`src/rtl/lcd_mux_scheduler_if.sv`:
```
// Pin-mux bus for the LCD scan sequencer: control and pixel inputs, level-code outputs.
interface lcd_mux_scheduler_if #(
  parameter int COMS = 4,
  parameter int SEGS = 8
);

  logic                   Enable_i;
  logic [COMS*SEGS-1:0]   Data_i;
  logic                   Write_i;
  logic                   Pending_o;
  logic                   FrameStart_o;
  logic [2*COMS-1:0]      Com_o;
  logic [2*SEGS-1:0]      Seg_o;

  modport master (
    output Enable_i, Data_i, Write_i,
    input  Pending_o, FrameStart_o, Com_o, Seg_o
  );

  modport slave (
    input  Enable_i, Data_i, Write_i,
    output Pending_o, FrameStart_o, Com_o, Seg_o
  );

endinterface

```
`src/rtl/lcd_mux_scheduler.sv`:
```
// 4-COM, 1/3-bias LCD scan sequencer: eight slots per frame (four COMs at two
// polarities), frame-inverting drive, and a double-buffered pixel image that
// only swaps at frame boundaries.
module lcd_mux_scheduler #(
  parameter int COMS         = 4,
  parameter int SEGS         = 8,
  parameter int PHASE_CYCLES = 1024
) (
  input  logic                  Clock,
  input  logic                  Reset,
  lcd_mux_scheduler_if.slave    bus
);

  localparam int CW = (PHASE_CYCLES > 2) ? $clog2(PHASE_CYCLES) : 1;
  localparam logic [CW-1:0] LAST_CNT = CW'(PHASE_CYCLES - 1);

  localparam logic [0:0] IDLE = 1'b0;
  localparam logic [0:0] RUN  = 1'b1;

  logic [0:0]            state_q, state_d;
  logic [2:0]            slot_q, slot_d;
  logic [CW-1:0]         cnt_q, cnt_d;
  logic [COMS*SEGS-1:0]  shadow_q, shadow_d;
  logic [COMS*SEGS-1:0]  active_q, active_d;
  logic                  pending_q, pending_d;
  logic                  frameStart_q, frameStart_d;
  logic [2*COMS-1:0]     com_q, com_d;
  logic [2*SEGS-1:0]     seg_q, seg_d;

  // Active COM is driven to the outer rail of the current polarity, idle COMs to the inner one.
  function automatic logic [2*COMS-1:0] comLevels(input logic [2:0] slot);
    logic [2*COMS-1:0] lv;
    lv = '0;
    for (int c = 0; c < COMS; c++) begin
      if (slot[1:0] == c[1:0]) lv[2*c +: 2] = slot[2] ? 2'd0 : 2'd3;
      else                     lv[2*c +: 2] = slot[2] ? 2'd2 : 2'd1;
    end
    return lv;
  endfunction

  // On segments sit opposite the active COM (3 units), off segments one unit away.
  function automatic logic [2*SEGS-1:0] segLevels(input logic [2:0] slot,
                                                  input logic [COMS*SEGS-1:0] img);
    logic [2*SEGS-1:0] lv;
    int                idx;
    lv = '0;
    for (int s = 0; s < SEGS; s++) begin
      idx = int'(slot[1:0]) * SEGS + s;
      if (img[idx]) lv[2*s +: 2] = slot[2] ? 2'd3 : 2'd0;
      else          lv[2*s +: 2] = slot[2] ? 2'd1 : 2'd2;
    end
    return lv;
  endfunction

  // Next-state: slot/counter sequencing, buffer swap at frame start, and registered level codes.
  always_comb begin
    logic load;
    load         = 1'b0;
    state_d      = state_q;
    slot_d       = slot_q;
    cnt_d        = cnt_q;
    shadow_d     = shadow_q;
    active_d     = active_q;
    pending_d    = pending_q;
    frameStart_d = 1'b0;
    com_d        = com_q;
    seg_d        = seg_q;

    if (!bus.Enable_i) begin
      state_d = IDLE;
      slot_d  = '0;
      cnt_d   = '0;
      com_d   = '0;
      seg_d   = '0;
    end else begin
      state_d = RUN;
      if (state_q == IDLE) begin
        slot_d       = '0;
        cnt_d        = '0;
        load         = 1'b1;
        frameStart_d = 1'b1;
      end else if (cnt_q == LAST_CNT) begin
        cnt_d  = '0;
        slot_d = slot_q + 3'd1;
        if (slot_q == 3'd7) begin
          frameStart_d = 1'b1;
          load         = pending_q;
        end
      end else begin
        cnt_d = cnt_q + CW'(1);
      end
      if (load) begin
        active_d  = shadow_q;
        pending_d = 1'b0;
      end
      com_d = comLevels(slot_d);
      seg_d = segLevels(slot_d, active_d);
    end

    if (bus.Write_i) begin
      shadow_d  = bus.Data_i;
      pending_d = 1'b1;
    end
  end

  // State and output registers with asynchronous active-low reset.
  always_ff @(posedge Clock or negedge Reset) begin
    if (!Reset) begin
      state_q      <= IDLE;
      slot_q       <= '0;
      cnt_q        <= '0;
      shadow_q     <= '0;
      active_q     <= '0;
      pending_q    <= 1'b0;
      frameStart_q <= 1'b0;
      com_q        <= '0;
      seg_q        <= '0;
    end else begin
      state_q      <= state_d;
      slot_q       <= slot_d;
      cnt_q        <= cnt_d;
      shadow_q     <= shadow_d;
      active_q     <= active_d;
      pending_q    <= pending_d;
      frameStart_q <= frameStart_d;
      com_q        <= com_d;
      seg_q        <= seg_d;
    end
  end

  assign bus.Pending_o    = pending_q;
  assign bus.FrameStart_o = frameStart_q;
  assign bus.Com_o        = com_q;
  assign bus.Seg_o        = seg_q;

endmodule

```
`src/flat_wrapper.sv`:
```
// flat-port wrapper written by rule: the top's interface ports become plain ports
module lcd_mux_scheduler_flat 
#(
  parameter int COMS         = 4,
  parameter int SEGS         = 8,
  parameter int PHASE_CYCLES = 1024
)
  (Clock, Reset, bus_Enable_i, bus_Data_i, bus_Write_i, bus_Pending_o, bus_FrameStart_o, bus_Com_o, bus_Seg_o);
  lcd_mux_scheduler_if #(.COMS(COMS), .SEGS(SEGS)) bus_i ();
  input  logic Clock;
  input  logic Reset;
  input wire logic [$bits(bus_i.Enable_i)-1:0] bus_Enable_i;
  input wire logic [$bits(bus_i.Data_i)-1:0] bus_Data_i;
  input wire logic [$bits(bus_i.Write_i)-1:0] bus_Write_i;
  output wire logic [$bits(bus_i.Pending_o)-1:0] bus_Pending_o;
  output wire logic [$bits(bus_i.FrameStart_o)-1:0] bus_FrameStart_o;
  output wire logic [$bits(bus_i.Com_o)-1:0] bus_Com_o;
  output wire logic [$bits(bus_i.Seg_o)-1:0] bus_Seg_o;
  assign bus_i.Enable_i = bus_Enable_i;
  assign bus_i.Data_i = bus_Data_i;
  assign bus_i.Write_i = bus_Write_i;
  assign bus_Pending_o = bus_i.Pending_o;
  assign bus_FrameStart_o = bus_i.FrameStart_o;
  assign bus_Com_o = bus_i.Com_o;
  assign bus_Seg_o = bus_i.Seg_o;
  lcd_mux_scheduler #(.COMS(COMS), .SEGS(SEGS), .PHASE_CYCLES(PHASE_CYCLES)) u_core (.Clock(Clock), .Reset(Reset), .bus(bus_i));
endmodule
```
`config.mk`:
```
export PLATFORM = sky130hd
export DESIGN_NAME = lcd_mux_scheduler_flat
export DESIGN_NICKNAME = d
export VERILOG_FILES = /design/src/rtl/lcd_mux_scheduler_if.sv /design/src/rtl/lcd_mux_scheduler.sv /design/src/flat_wrapper.sv
export SDC_FILE = /design/constraint.sdc
export NUM_CORES = 1
export LEC_CHECK = 0
export BUFFER_PORTS_ARGS = -buffer_cell sky130_fd_sc_hd__buf_2
export CAP_MARGIN = 15
export CORE_AREA = 8 8 106 108
export DETAILED_ROUTE_END_ITERATION = 12
export DIE_AREA = 0 0 114 116
export PLACE_DENSITY_LB_ADDON = 0.1
export SLEW_MARGIN = 0
export SYNTH_ARGS = -nofsm -noshare
export SYNTH_HDL_FRONTEND = slang
export SYNTH_SLANG_ARGS = --single-unit
```
`constraint.sdc`:
```
create_clock -name Clock -period 2.88 [get_ports Clock]
set_clock_uncertainty 0.2 [all_clocks]
set_input_delay 0.576 -clock Clock [delete_from_list [all_inputs] [get_ports Clock]]
set_output_delay 0.576 -clock Clock [all_outputs]
set_load 0.01 [all_outputs]
```
==> run summary, run 1 <==
post-layout minimum cycle time: 2.620 ns
Initial Utilization: 53.85%
TritonCTS sink count: 93
setup bufs post-CTS: 0
final core utilization: 59.00%
final worst-path cycle share: 90.97%
Inserted Diodes: 0
Synth Area per Inst: 11.01 sq um
Synth area leader: dfrtp_1
Unique masters post-synth: 50
DR vias/cell: 6.218
cells after synthesis: 467
Core Region: 9549 sq um
setup tns final: 0 ns
register area: 2327 sq um
Worst-Skew Late Latency: 0.37 ns
CP startpoint kind: register
CTS Buf Count: 9
Die Width: 114 um
synth-to-layout area growth: 9.562%
Die Height: 116 um
layout cells sized above 1: 32.46%
Register-to-Register Path Depth: 7
Max Slew Vio Count: 0
Setup crit end kind: register
Peak VDD IR: 298.5 uV
DRC Markers: 0
DR iter-0 viols: 300
#FFs+latches synth: 93
GPL Wtd Cong: 0.8860
Routed Antenna Nets: 0
Worst slew margin: 45.10%
CTS tree: done
I/O Pins: 62
Via Count: 3930
footprint of the multi-input gates: 2465 sq um
CP arrival: 2.71 ns
WL/cell: 19.62 um
Placed Area: 5399 sq um
Slew @ Worst Pin: 0.8226 ns
Power, Total: 3.026 mW
crit path kind: reg2reg
Post-CTS Resized: 0
unrepaired setup endpoints after global routing: false
area share of the largest cell type after synthesis: 45.26%
sequential element share of the synthesized area: 45.26%
crit path max fanout: 25
Ys Warns: 0
synth top area cells: dfrtp_1 (45%), mux2_2 (13%), o41ai_1 (4.1%)
LEAKAGE: 2.414 nW
Rows: 36
Final Cell Area: 5634 sq um
Total Wirelength: 12400 um
# nets final: 534
# fillers: 860
required time worst endpoint: 2.97 ns
HPWL after DPL: 8535 um
Net Count, Synth: 506
first-pass GRT wire length: 20960 um
Max Cap Violations: 0
Pre-Repair DR Iteration Count: 5
Worst Hold Class: in2async
Max Clk Rate: 0.3817 GHz
hold buffers post-CTS: 0
Async SR Flop Fraction: 100.0%
Post-Syn Area: 5142 sq um
clock root buffer: clkbuf_8
most common flop cell mapped by yosys: dfrtp_1
H-tree level count: 3
die area: 13220 sq um
GRT Residual Overflow: 0
Fin. Hold Viols: 0
PwrDens: 537.1 nW/um^2
clk slew on worst S/H paths: 0.09 ns
Finish-stage setup viols: 0
PortBufs: 61
GRT Total Usage: 19.98%
clock tree buffer depth: 2
vias in the first global route: 3970
antenna violations before repair: 0
status: finished clean
largest net degree at the start of global routing: 94
EDFF count, synth: 0
[Yosys cell counts, drive strengths merged (3+ instances only)]
cell type  instances
inv                6
o22ai             24
a31oi             26
buf               35
xnor2              9
nand2             31
and2               5
o2111ai            8
xor2               3
dfrtp             93
nand3              6
nand2b            26
mux2i             17
clkbuf            22
nor4               3
mux2              64
o41ai             25
nor2              16
nand4             27
ha                 3
[area by class of cell]
cell class | count | share of cell area, %
clock buffer | 9 | 2.199
timing repair buffer | 74 | 7.417
sequential | 93 | 41.31
clock inverter | 6 | 1.976
inverter | 6 | 0.3997
tap | 133 | 2.954
multi-input combinational | 311 | 43.75
[layer usage]
metal	up-vias	global-route usage, %	part of all wire (%)
met5	-	0	0
met4	0	9.494	2.9
met3	26	3.700	5.9
met2	142	31.39	46
met1	1974	26.16	45
li1	1788	-	-
[path summary, 6_finish.rpt]
kind	from	end	slack (ns)
setup / recovery	u_core.cnt_q[0]	u_core.bus.Seg_o[15]	0.26
hold / removal	Reset	u_core.cnt_q[7]	0.01
setup reg to reg	u_core.cnt_q[0]	u_core.bus.Seg_o[15]	0.26
hold reg to reg	u_core.cnt_q[0]	u_core.cnt_q[0]	0.26
max in group asynchronous	Reset	u_core.active_q[19]	2.05
min in group Clock	bus_Data_i[7]	u_core.shadow_q[7]	0.23
[worst max-delay path, stage by stage, from the launching register on]
cell and delay [ns]:
dfrtp_1 0.38, ha_1 0.24, nand3_2 0.27, buf_4 0.33, o41ai_1 0.63, o22ai_1 0.18
o2111ai_2 0.11, mux2i_1 0.20
[kinds of logic (layout without fill, tap and decap cells)]
| group | Yosys count | after routing | share of synthesized area [%] |
|---|---|---|---|
| buffers and inverters | 63 | 95 | 6.813 |
| and+or+nand+nor | 123 | 123 | 13.97 |
| muxes | 81 | 81 | 17.32 |
| xor gates and xnor gates | 12 | 12 | 2.044 |
| AOI/OAI and AO/OA | 92 | 92 | 13.87 |
| adders and majority gates | 3 | 3 | 0.7300 |
| DFF | 93 | 93 | 45.26 |
[cell usage in the layout, fill, tap and decap left out, drive strengths merged, types with 2 or more instances in the layout]
master | Yosys | final
ha | 3 | 3
nor2 | 16 | 16
xnor2 | 9 | 9
mux2i | 17 | 17
buf | 35 | 74
a31oi | 26 | 26
xor2 | 3 | 3
nand2 | 31 | 31
o2111ai | 8 | 8
and4 | 2 | 2
a311oi | 2 | 2
and2 | 5 | 5
clkbuf | 22 | 9
nand4 | 27 | 27
o22ai | 24 | 24
o41ai | 25 | 25
dfrtp | 93 | 93
nand2b | 26 | 26
nand3b | 2 | 2
nor4 | 3 | 3
inv | 6 | 7
bufinv | 0 | 3
nand3 | 6 | 6
a21oi | 2 | 2
mux2 | 64 | 64
[state kept, by name (all words and copies together) (netlist names)]
name,flops
u_core.bus.Pending_o,1
u_core.bus.FrameStart_o,1
u_core.active_q,32
u_core.shadow_q,32
u_core.bus.Com_o,5
u_core.state_q,1
u_core.slot_q,2
u_core.cnt_q,10
u_core.bus.Seg_o,9
[metrics by stage]
stage | hold slack [ns] | std cells | setup WS, ns
floorplan | 0.08041 | 467 | 0.3959
global placement | 0.2456 | 617 | 0.2559
detailed placement | 0.2542 | 617 | 0.2605
CTS | 0.05920 | 632 | 0.2367
global route | 0.07181 | 632 | 0.1410
finish | 0.01176 | 632 | 0.2601
[power by group]
| group | total (mW) | internal (mW) | leakage [nW] | switching [mW] |
|---|---|---|---|---|
| clock network | 1.04 | 0.573 | 0.116 | 0.468 |
| registers | 1.56 | 1.45 | 1.13 | 0.104 |
| logic | 0.426 | 0.225 | 1.16 | 0.201 |
(Power assumes the default switching activity.)
==> run 2: changes to the inputs <==
--- a/config.mk
+++ b/config.mk
@@ -11,6 +11,7 @@
 export DETAILED_ROUTE_END_ITERATION = 12
 export DIE_AREA = 0 0 114 116
 export PLACE_DENSITY_LB_ADDON = 0.1
+export REMOVE_ABC_BUFFERS = 1
 export SLEW_MARGIN = 0
 export SYNTH_ARGS = -nofsm -noshare
 export SYNTH_HDL_FRONTEND = slang
==> constraint.sdc (replaced) <==
create_clock -name Clock -period 2.6 [get_ports Clock]
set_clock_uncertainty 0.2 [all_clocks]
set_input_delay 0.52 -clock Clock [delete_from_list [all_inputs] [get_ports Clock]]
set_output_delay 0.52 -clock Clock [all_outputs]
set_load 0.01 [all_outputs]
==> run summary, run 2 (synthesis gave the netlist of run 1 again) <==
Max Slew Vio Count: 0 (unchanged)
clock network power share: 31.1% (-3.3 points)
CP arrival: 2.48 ns (-0.23 ns)
Pre-Repair DR Iteration Count: 5 (unchanged)
Finish-stage setup viols: 0 (unchanged)
final worst-path cycle share: 93.62% (+2.6 points)
CTS tree: done
Final Cell Area: 5792 sq um (+2.8%)
HPWL after DPL: 9021 um (+5.7%)
PwrDens: 551.6 nW/um^2 (+2.7%)
# nets final: 555 (+3.9%)
first-pass GRT wire length: 21600 um (+3.1%)
CP startpoint kind: register
most frequent cells in the layout: dfrtp_1 (93), buf_2 (60), mux2_2 (58), buf_4 (31), nand2_1 (29)
PortBufs: 61 (unchanged)
Via Count: 3987 (+1.5%)
Setup crit end kind: register
Inserted Diodes: 0 (unchanged)
CTS Buf Count: 9 (unchanged)
commonest non-fill, non-tap cell in the layout: dfrtp_1
Worst-Skew Late Latency: 0.37 ns (about the same)
Rows: 36 (unchanged)
clock root buffer: clkbuf_8
GPL Wtd Cong: 0.8688 (-1.9%)
Top Registers: u_core.active_q (32), u_core.shadow_q (32), u_core.cnt_q (10)
sw frac: 26.76% (+1.2 points)
clk slew on worst S/H paths: 0.10 ns (about the same)
Total Wirelength: 13150 um (+6.0%)
Placed Area: 5574 sq um (+3.2%)
Final WS setup: 0.1660 ns (-0.09412 ns)
I/O Pins: 62 (unchanged)
LEAKAGE: 2.506 nW (+3.8%)
dpl cells: 637 (+3.2%)
Worst slew margin: 42.25% (-2.9 points)
# fillers: 836 (-2.8%)
Fin. Hold Viols: 0 (unchanged)
GRT Residual Overflow: 0 (unchanged)
vias in the first global route: 4056 (+2.2%)
Die Width: 114 um (unchanged)
setup bufs post-CTS: 0 (unchanged)
unrepaired setup endpoints after global routing: false
DR iter-0 viols: 278 (-7.3%)
GRT Total Usage: 20.74% (+0.77 points)
WL/cell: 20.10 um (+2.4%)
Die Height: 116 um (unchanged)
die area: 13220 sq um (unchanged)
DR vias/cell: 6.096 (-2.0%)
Peak VDD IR: 337.5 uV (+13%)
Power, Total: 3.194 mW (+5.6%)
post-layout minimum cycle time: 2.434 ns (-0.1859 ns)
r2r setup slk: 0.17 ns (-0.09 ns)
Seq pwr share: 53.8% (+2.3 points)
setup tns final: 0 ns (unchanged)
status: finished clean
Worst Hold Class: in2reg
required time worst endpoint: 2.65 ns (-0.32 ns)
TritonCTS sink count: 93 (unchanged)
Max Clk Rate: 0.4108 GHz (+7.6%)
layout cells sized above 1: 35.51% (+3.0 points)
Slew @ Worst Pin: 0.8653 ns (+0.04275 ns)
synth-to-layout area growth: 12.63%
DRC Markers: 0 (unchanged)
crit path kind: reg2reg
crit path max fanout: 14 (-44%)
Routed Antenna Nets: 0 (unchanged)
final std cells w/o fill: 654 (+3.5%)
largest net degree at the start of global routing: 44 (-53%)
Internal Pwr Total: 2.340 mW (+3.9%)
NetSw: 0.8548 mW (+11%)
Max Cap Violations: 0 (unchanged)
clock tree buffer depth: 2 (unchanged)
antenna violations before repair: 0 (unchanged)
Initial Utilization: 53.85% (unchanged)
pre-CTS setup slack: 0.1809 ns (-0.07960 ns)
Logic pwr share: 15.1% (+1.0 points)
Core Region: 9549 sq um (unchanged)
H-tree level count: 3 (unchanged)
run 2: cell count changes in the layout (fill, tap and decap cells not counted), sizes merged:
cell,delta
clkbuf,+1
clkinvlp,+2
bufinv,-2
clkinv,+1
inv,-1
buf,+20
dlygate4sd3,+1
run 2: layout make-up:
cell class	instances	area [sq um]	share of cell area, %
timing repair buffer	95	603.1	10.41
clock buffer	10	137.6	2.376
sequential	93	2327	40.18
inverter	6	22.52	0.3889
multi-input combinational	311	2472	42.69
clock inverter	6	62.56	1.080
tap	133	166.4	2.873
run 2: final timing paths:
check,startpoint,to,cells past startpoint
worst max-delay path,u_core.slot_q[0],u_core.active_q[2],8
worst min-delay path,bus_Enable_i,u_core.state_q,1
worst max register to register,u_core.slot_q[0],u_core.active_q[2],8
worst min register to register,u_core.cnt_q[0],u_core.cnt_q[0],1
max in group asynchronous,Reset,u_core.shadow_q[4],3
min in group asynchronous,Reset,u_core.cnt_q[5],2
run 2: power groups by stage:
stage	sequential, mW	clock (mW)	combinational, mW
after CTS	1.72	1.02	0.490
after global routing	1.74	1.07	0.534
after floorplan	1.73	0	0.297
after global placement	1.74	0	0.474
after detailed placement	1.75	0	0.487
final	1.72	0.993	0.483
run 2: metal layers:
layer	track usage, %	wire length, um	vias up
li1	-	-	1831
met1	27.32	5918	2017
met2	33.91	6433	123
met3	3.752	618	16
met4	6.655	175	0
met5	0	0	-
run 2: metrics by stage:
step	util (%)	hold slack [ns]
global placement	58.37	0.2479
CTS	60.57	0.1479
detailed placement	58.37	0.2664
finish	60.65	0.1618
global route	60.65	0.1509
floorplan	-	0.02441
run 2: repair_timing:
item                                    4_1_cts  5_1_grt
endpoints found under the setup margin        0        2
gates resized for setup                       0        2
hold buffers                                  1        0
endpoints found under the hold margin        41        0
run 2: critical path, cell delays in order, from the launching register on:
cell     delay (ns)
dfrtp_1        0.39
ha_1           0.21
ha_1           0.21
and4_1         0.21
a31o_1         0.24
buf_4          0.15
nand2_4        0.17
buf_12         0.18
mux2_2         0.34
==> run 3: changes to the inputs <==
--- a/config.mk
+++ b/config.mk
@@ -7,9 +7,9 @@
 export LEC_CHECK = 0
 export BUFFER_PORTS_ARGS = -buffer_cell sky130_fd_sc_hd__buf_2
 export CAP_MARGIN = 15
-export CORE_AREA = 8 8 106 108
+export CORE_AREA = 8 8 111 113
 export DETAILED_ROUTE_END_ITERATION = 12
-export DIE_AREA = 0 0 114 116
+export DIE_AREA = 0 0 119 121
 export PLACE_DENSITY_LB_ADDON = 0.1
 export REMOVE_ABC_BUFFERS = 1
 export SLEW_MARGIN = 0
==> constraint.sdc (replaced) <==
create_clock -name Clock -period 1.99 [get_ports Clock]
set_clock_uncertainty 0.2 [all_clocks]
set_input_delay 0.398 -clock Clock [delete_from_list [all_inputs] [get_ports Clock]]
set_output_delay 0.398 -clock Clock [all_outputs]
set_load 0.01 [all_outputs]
==> run summary, run 3 (synthesis gave the netlist of run 1 again) <==
status: complete, but fails checks
failing checks: negative setup slack
CTS Buf Count: 9 (unchanged)
PortBufs: 61 (unchanged)
hold path cells: 2 (+1)
WL/cell: 21.75 um (+8.2%)
crit path max fanout: 5 (-9)
final std cells w/o fill: 705 (+7.8%)
DR vias/cell: 6.162 (+1.1%)
Max Slew Vio Count: 0 (unchanged)
Core Region: 10600 sq um (+11%)
clock root buffer: clkbuf_8
CTS tree: done
CP peak stage delay: 0.42 ns (+0.03 ns)
DR iter-0 viols: 323 (+16%)
Final WS setup: -0.3217 ns (-0.4877 ns)
clock tree buffer depth: 2 (unchanged)
Die Width: 119 um (+4.4%)
Final Cell Area: 7044 sq um (+22%)
Max Clk Rate: 0.4326 GHz (+5.3%)
Finish-stage setup viols: 50 (+50)
H-tree level count: 3 (unchanged)
PwrDens: 622.5 nW/um^2 (+13%)
GRT Residual Overflow: 0 (unchanged)
GRT Total Usage: 21.18% (+0.44 points)
Pre-Repair DR Iteration Count: 5 (unchanged)
uppermost layer routed: met4
Slowest cell on crit path: dfrtp_1
most frequent cells in the layout: dfrtp_1 (93), buf_2 (60), buf_4 (43), mux2_2 (32), mux2_4 (32)
Initial Utilization: 48.50% (-5.4 points)
Via Count: 4344 (+9.0%)
crit path kind: reg2reg
Setup crit end kind: register
I/O Pins: 62 (unchanged)
Top Registers: u_core.active_q (32), u_core.shadow_q (32), u_core.cnt_q (10)
Max Cap Violations: 0 (unchanged)
# fillers: 800 (-4.3%)
commonest non-fill, non-tap cell in the layout: dfrtp_1
met2 WL: 7557 um (+17%)
Power, Total: 4.385 mW (+37%)
required time worst endpoint: 2.07 ns (-0.58 ns)
Routed Antenna Nets: 0 (unchanged)
Total Wirelength: 15330 um (+17%)
# nets final: 599 (+7.9%)
synth-to-layout area growth: 36.98%
Worst Hold Class: in2reg
die area: 14400 sq um (+8.9%)
final core utilization: 66.44% (+5.8 points)
most used cell, CP: buf_6
final worst-path cycle share: 116.2% (+23 points)
CP startpoint kind: register
Fin. Hold Viols: 0 (unchanged)
TritonCTS sink count: 93 (unchanged)
Worst slew margin: 65.94% (+24 points)
vias in the first global route: 4431 (+9.2%)
worst path cell trace: ha_4 -> buf_6 -> nand2b_4 -> o41ai_4 -> buf_6 -> buf_12 -> o22ai_2 -> o2111ai_2 -> mux2i_1
metal3 WL: 845 um (+37%)
Slew @ Worst Pin: 0.5109 ns (-0.3544 ns)
GPL Wtd Cong: 0.9188 (+5.8%)
Rows: 38 (+5.6%)
clk slew on worst S/H paths: 0.10 ns (about the same)
first-pass GRT wire length: 24230 um (+12%)
Placed Area: 5856 sq um (+5.1%)
LEAKAGE: 3.193 nW (+27%)
layout cells sized above 1: 50.27% (+15 points)
Inserted Diodes: 0 (unchanged)
Register-to-Register Path Depth: 9 (+1)
Peak VDD IR: 468.2 uV (+39%)
dpl cells: 667 (+4.7%)
wire length on met1: 6270 um (+5.9%)
Die Height: 121 um (+4.3%)
largest net degree at the start of global routing: 94 (+110%)
CP arrival: 2.39 ns (-0.09 ns)
DRC Markers: 0 (unchanged)
unrepaired setup endpoints after global routing: true
HPWL after DPL: 9466 um (+4.9%)
Worst-Skew Late Latency: 0.37 ns (about the same)
antenna violations before repair: 0 (unchanged)
post-layout minimum cycle time: 2.312 ns (-0.1223 ns)
[run 3: cell types whose count changed in the layout (fill, tap and decap cells not counted), sizes merged]
cell      delta
buf         +38
bufbuf       +2
clkinvlp     -3
nand2b       +1
clkinv       +2
and3         +1
clkbuf       +3
[run 3: path summary, 6_finish.rpt]
check                                    from                    to  slack [ns]
setup / recovery             u_core.slot_q[1]  u_core.bus.Seg_o[11]       -0.32
max in group asynchronous               Reset   u_core.shadow_q[13]        0.77
min in group asynchronous               Reset   u_core.shadow_q[15]        0.41
setup reg to reg             u_core.slot_q[1]  u_core.bus.Seg_o[11]       -0.32
hold reg to reg            u_core.active_q[1]    u_core.active_q[1]        0.32
hold / removal                 bus_Data_i[15]   u_core.shadow_q[15]        0.05
[run 3: report_power, final]
part	internal (mW)	switching, mW
registers	2.10	0.169
logic	0.493	0.355
clock network	0.587	0.677
[run 3: metrics by stage]
stage / hold slack [ns] / setup slack (ns) / TNS (ns)
floorplan: -0.09759 / -1.657 / -69.45
global placement: 0.2785 / -0.3112 / -11.56
detailed placement: 0.2866 / -0.3843 / -13.29
CTS: 0.04022 / -0.2655 / -9.331
global route: 0.04887 / -0.3427 / -12.85
finish: 0.05353 / -0.3217 / -10.58
[run 3: worst max-delay path, delay by kind of cell, from the launching register on]
kind | cells | cell delay [ns]
DFF | 1 | 0.42
buffers and inverters | 3 | 0.40
AOI/OAI and AO/OA | 3 | 0.57
muxes | 1 | 0.24
adders and majority gates | 1 | 0.25
and+or+nand+nor | 1 | 0.13
[run 3: cell type report]
type,count,area (sq um),share of cell area [%]
Tap cell,140,175.2,2.487
Timing Repair Buffer,137,1247,17.71
Inverter,6,22.52,0.3197
Clock inverter,5,61.31,0.8703
Sequential cell,93,2327,33.04
Multi-Input combinational cell,313,3079,43.71
Clock buffer,11,131.4,1.865
[run 3: repair_timing]
action,in CTS,in global routing
pin swaps,13,14
hold buffers,1,0
setup buffers,7,6
gates cloned,6,3
endpoints found under the setup margin,48,59
gates resized for setup,91,35
endpoints found under the hold margin,93,0
[run 3: layer usage]
metal	vias up	GRT usage (%)
li1	1928	-
met1	2190	26.03
met2	176	34.63
met3	50	3.397
met4	0	12.65
met5	-	0
